$ cat src/rtl/time_display_mux.sv
// Six-digit multiplexed 7-seg driver; snapshots time once per frame, blinks set-mode pairs, blanks anodes on slot entry.
// Outputs registered 1 cycle after pcnt/idx; no handshake. Optional LEADING_ZERO_BLANK_EN hides a zero hours-tens digit.
module time_display_mux #(
  parameter int SCAN_DIV   = 4,
  parameter int BLINK_DIV  = 8,
  parameter bit ACTIVE_LOW = 1
) (
  input  logic        clk,
  input  logic        rst,
  input  logic [19:0] hh_mm_ss,
  input  logic        am_pm,
  input  logic        mode12h,
  input  logic [2:0]  blink_mask,
  output logic [6:0]  seg,
  output logic [5:0]  an,
  output logic        dp
);

  localparam logic [15:0] PCNT_LAST  = 16'(SCAN_DIV - 1);
  localparam logic [7:0]  FRAME_LAST = 8'(BLINK_DIV - 1);

  logic [15:0] pcnt;
  logic [2:0]  idx;
  logic [7:0]  frame_cnt;
  logic        hidden;
  logic        load_first;
  logic [19:0] snap_time;
  logic        snap_pm;
  logic [2:0]  snap_mask;

  logic        slot_end;
  logic        frame_end;
  logic [3:0]  digit;
  logic        pair_blink;
  logic        blank;
  logic [6:0]  seg_c;
  logic [5:0]  an_c;
  logic        dp_c;

  assign slot_end  = (pcnt == PCNT_LAST);
  assign frame_end = slot_end && (idx == 3'd5);

  always_ff @(posedge clk) begin
    if (rst) begin
      pcnt       <= '0;
      idx        <= '0;
      frame_cnt  <= '0;
      hidden     <= 1'b0;
      load_first <= 1'b1;
      snap_time  <= '0;
      snap_pm    <= 1'b0;
      snap_mask  <= '0;
    end else begin
      load_first <= 1'b0;
      if (slot_end) begin
        pcnt <= '0;
        idx  <= (idx == 3'd5) ? 3'd0 : idx + 3'd1;
      end else begin
        pcnt <= pcnt + 16'd1;
      end
      if (frame_end) begin
        if (frame_cnt == FRAME_LAST) begin
          frame_cnt <= '0;
          hidden    <= ~hidden;
        end else begin
          frame_cnt <= frame_cnt + 8'd1;
        end
      end
      // Snapshot only at frame boundaries so one frame never mixes two times.
      if (frame_end || load_first) begin
        snap_time <= hh_mm_ss;
        snap_pm   <= mode12h & am_pm;
        snap_mask <= blink_mask;
      end
    end
  end

  always_comb begin
    digit      = 4'd0;
    pair_blink = 1'b0;
    case (idx)
      3'd0: begin digit = snap_time[3:0];            pair_blink = snap_mask[0]; end
      3'd1: begin digit = {1'b0, snap_time[6:4]};    pair_blink = snap_mask[0]; end
      3'd2: begin digit = snap_time[10:7];           pair_blink = snap_mask[1]; end
      3'd3: begin digit = {1'b0, snap_time[13:11]};  pair_blink = snap_mask[1]; end
      3'd4: begin digit = snap_time[17:14];          pair_blink = snap_mask[2]; end
      3'd5: begin digit = {2'b00, snap_time[19:18]}; pair_blink = snap_mask[2]; end
      default: begin digit = 4'd0; pair_blink = 1'b0; end
    endcase

    blank = hidden & pair_blink;
`ifdef LEADING_ZERO_BLANK_EN
    if (idx == 3'd5 && snap_time[19:18] == 2'd0) blank = 1'b1;
`endif

    case (digit)
      4'd0:    seg_c = 7'h3F;
      4'd1:    seg_c = 7'h06;
      4'd2:    seg_c = 7'h5B;
      4'd3:    seg_c = 7'h4F;
      4'd4:    seg_c = 7'h66;
      4'd5:    seg_c = 7'h6D;
      4'd6:    seg_c = 7'h7D;
      4'd7:    seg_c = 7'h07;
      4'd8:    seg_c = 7'h7F;
      4'd9:    seg_c = 7'h6F;
      default: seg_c = 7'h40;
    endcase

    dp_c = (idx == 3'd2) || (idx == 3'd4) || ((idx == 3'd0) && snap_pm);
    // First cycle of every slot keeps all anodes off to avoid ghosting.
    an_c = (pcnt != 16'd0) ? (6'b000001 << idx) : 6'b000000;

    if (blank) begin
      seg_c = 7'h00;
      an_c  = 6'h00;
      dp_c  = 1'b0;
    end
  end

  always_ff @(posedge clk) begin
    if (rst) begin
      seg <= {7{ACTIVE_LOW}};
      an  <= {6{ACTIVE_LOW}};
      dp  <= ACTIVE_LOW;
    end else begin
      seg <= seg_c ^ {7{ACTIVE_LOW}};
      an  <= an_c ^ {6{ACTIVE_LOW}};
      dp  <= dp_c ^ ACTIVE_LOW;
    end
  end

endmodule

$ cat config.mk
export PLATFORM = sky130hd
export DESIGN_NAME = time_display_mux
export DESIGN_NICKNAME = d
export VERILOG_FILES = /design/src/rtl/time_display_mux.sv
export SDC_FILE = /design/constraint.sdc
export NUM_CORES = 1
export LEC_CHECK = 0
export CORE_ASPECT_RATIO = 1.2
export CORE_MARGIN = 4
export CORE_UTILIZATION = 58
export DETAILED_ROUTE_END_ITERATION = 10
export PLACE_DENSITY_LB_ADDON = 0.25
export SKIP_LAST_GASP = 1
export SYNTH_ARGS = -nofsm -noshare
export SYNTH_HDL_FRONTEND = slang
export SYNTH_SLANG_ARGS = --single-unit
$ cat constraint.sdc
create_clock -name clk -period 6.4 [get_ports clk]
set_clock_uncertainty 0.15 [all_clocks]
set_input_delay 0.64 -clock clk [delete_from_list [all_inputs] [get_ports clk]]
set_output_delay 0.64 -clock clk [all_outputs]
set_load 0.005 [all_outputs]
==> summary.md <==
| Metric | Value |
|---|---|
| Routed vias/inst | 5.505 |
| GRT Total Usage | 20.70% |
| IO Port Bufs | 40 |
| Unrepaired setup endpoints after global routing | no |
| Routed wire length | 6213 microns |
| Antenna diodes | 0 |
| Slowest CP cell | a222oi_1 |
| Status | completed |
| Overflow after GRT | 0 |
| Share of cells above drive strength 1 | under 10% |
| Biggest area consumer among synthesized cells | dfxtp_1 |
| IO Count | 41 |
| Max-Slew Margin vs Limit | 15.64% |
| Top post-synthesis cells by count | dfxtp_1, nand2_1, a21oi_1 |
| Power Total | 831.4 uW |
| Post-DP Area | 0.003352 sq mm |
| Post-CTS setup buffers | 0 |
| CTS Buf Count | 9 |
| CTS HTree Levels | 3 |
| CTS hold repair buffers | 0 |
| Final hold vios | 0 |
| Syn Nets | 386 |
| Antenna violations before repair | 0 |
| Post-synthesis sequential area ratio | 44.83% |
| Post-synth EDFFs | 0 |
| WS Path Type | reg -> reg |
| Fill count | between 400 and 500 |
| CORE AREA | between 0.004 and 0.005 sq mm |
| Arr. time, crit path | just over 3 ns |
| Most frequent cell after synthesis | dfxtp_1 |
| Min-Delay Path Class | reg -> reg |
| Clock Pin Slew Worst Setup and Hold Paths | 0.06 ns |
| Yosys top cell area share | 44.83% |
| Max Cap Viol | 0 |
| Pre-antenna DRT Iters | 4 |
| Reg area | ~0.0013 sq mm |
| DR vias | 2444 |
| Least-Margin Pin Slew | 1.265 ns |
| Yosys reg bits | 67 |
| Area of the multi-input gates | 0.001486 sq mm |
| Crit share post-route | 46.53% |
| Starting Density | 60.14% |
| Final slew viol count | 0 |
| Synthesized area per cell | 8.572 sq um |
| DRC viols | 0 |
| Critical Path RT | 6.46 ns |
| Crit path setup slack, layout | 3.422 ns |
| Pre-CTS setup slack | 3.548 ns |
| Tmin final | roughly 3.0 ns |
| Die Span Y | 86.68 microns |
| Post-CTS sizing | 0 |
| Routability congestion estimate | 0.9330 |
| Antenna-violating nets left | 0 |
| Setup TNS | 0 ns |
| CTS tree | yes |
| First-pass GRT wire length | 10180 microns |
| Cell count after synthesis | roughly 350 |
| Fin area | ~0.0035 sq mm |
| Root buffer cell | clkbuf_8 |
| FP Rows | 28 |
| # setup viols final | 0 |
| Synth area leaders | dfxtp_1, nand2_1, a21oi_1, ha_1, nor2_1 |
| Syn-to-layout area delta | 17.40% |
| Slowest stage delay, CP | 1.10 ns |
| Number of global-route vias before repair | 2239 |
| Yosys warns | 0 |
| Largest net degree at the start of global routing | between 40 and 50 |
| Mean routed wirelength per cell | about 14 microns |
| Clk_lat worst skew | approximately 0.34 ns |
| Final #Nets | 417 |
| CP Max Fanout | 17 |
| R2R setup slack | about 3.4 ns |
| Yosys cell types | 47 |
| Pwr dens | 236.7 mW/mm^2 |
| Async set-or-reset flop fraction in the synthesized netlist | 0% |
| Maximum buffer depth of the clock tree | 2 |
| Die area | between 0.006 and 0.007 sq mm |
| Max VDD drop | between 0.15 and 0.2 mV |
| Crit start category | flop |
| Die Width | 73.56 microns |
| Leak Pwr | 0.001343 uW |
| Crit-path cells | inv_1 > ha_1 > a222oi_1 > nor3b_1 > o31ai_1 |
| Drt initial violations | 187 |
| Mapped cell area | 0.002992 sq mm |
| Max Clk Rate | 335.8 MHz |
| DP Wirelength | roughly 4300 microns |
| # clock sinks | 67 |
| Top FF cell, synth | dfxtp_1 |
| CP endpoint kind | flop |
## final timing paths
kind	from	depth (start not counted)	end
worst min register to register	snap_mask[1]$_SDFFE_PP0P_	2	snap_mask[1]$_SDFFE_PP0P_
worst max-delay path	idx[2]$_SDFFE_PP0N_	5	seg[0]$_SDFF_PP1_
worst max register to register	idx[2]$_SDFFE_PP0N_	5	seg[0]$_SDFF_PP1_
worst min-delay path	snap_mask[1]$_SDFFE_PP0P_	2	snap_mask[1]$_SDFFE_PP0P_
## logic make-up after synthesis
| logic type | synth area share, % |
|---|---|
| and+or+nand+nor | 24.68 |
| AOI/OAI and AO/OA | 12.13 |
| xor gates and xnor gates | 5.563 |
| DFF | 44.83 |
| buffers and inverters | 5.479 |
| adders and majority gates | 4.182 |
| muxes | 3.137 |
## routing by layer
layer,GRT usage (%),wire length (microns),up-vias
li1,-,-,1247
met1,25.36,2684,1133
met2,33.39,3106,52
met3,3.480,272,12
met4,12.69,150,0
met5,0,0,-
## metrics by stage
| stage | utilization (%) | std cells | hold slack (ns) |
|---|---|---|---|
| finish | 70.60 | 444 | 0.3049 |
| floorplan | - | 349 | 0.2776 |
| detailed placement | 67.38 | 429 | 0.2986 |
| global placement | 67.38 | 429 | 0.2883 |
| CTS | 70.60 | 444 | 0.3076 |
| global route | 70.60 | 444 | 0.3317 |
## worst max-delay path, delay by kind of cell (launching register included)
family | cells | cell delay [ns]
compound gates | 2 | 1.22
flops | 1 | 0.65
simple gates | 1 | 0.38
fa+ha+maj | 1 | 0.29
buf+inv | 1 | 0.16
## state kept, by name, summed over array words and instances (netlist names), 3 cells and up
name	cells
snap_time	20
pcnt	16
idx	3
snap_mask	3
frame_cnt	8
an	6
seg	7
## layout make-up
type                            count  area share (%)
Clock buffer                       12           4.133
Clock inverter                      3          0.4275
Inverter                           11           1.176
Multi-Input combinational cell    250           42.32
Sequential cell                    67           38.19
Tap cell                           60           2.138
Timing Repair Buffer               41           11.61
## report_power, final
group	switching, uW	leakage (uW)	total [uW]	internal, uW
combinational	45.1	0.000709	91.6	46.4
sequential	11.7	0.000548	446	435
clock	146	0.0000860	293	147
total	203	0.00134	831	628
## layout by cell type, fill, tap and decap left out, types with 2 or more instances in the layout
master,count
nor4_1,3
and4_1,3
nand3_1,13
clkbuf_8,10
mux2i_1,3
nor3b_1,4
xor2_1,12
dfxtp_1,67
nand2b_1,3
and3_1,4
mux2_2,3
and3b_1,4
inv_1,11
nor2_1,31
a222oi_1,2
a21boi_2,2
clkdlybuf4s50_1,40
nand2_1,63
or3_1,2
o21ai_0,4
nand4_1,7
o31ai_1,5
a21oi_1,36
clkinv_2,3
xnor2_1,7
ha_1,10
nor2b_1,3
clkbuf_1,2
nor3_1,8
mux2_4,2
Power figures use the tool's default switching activity.
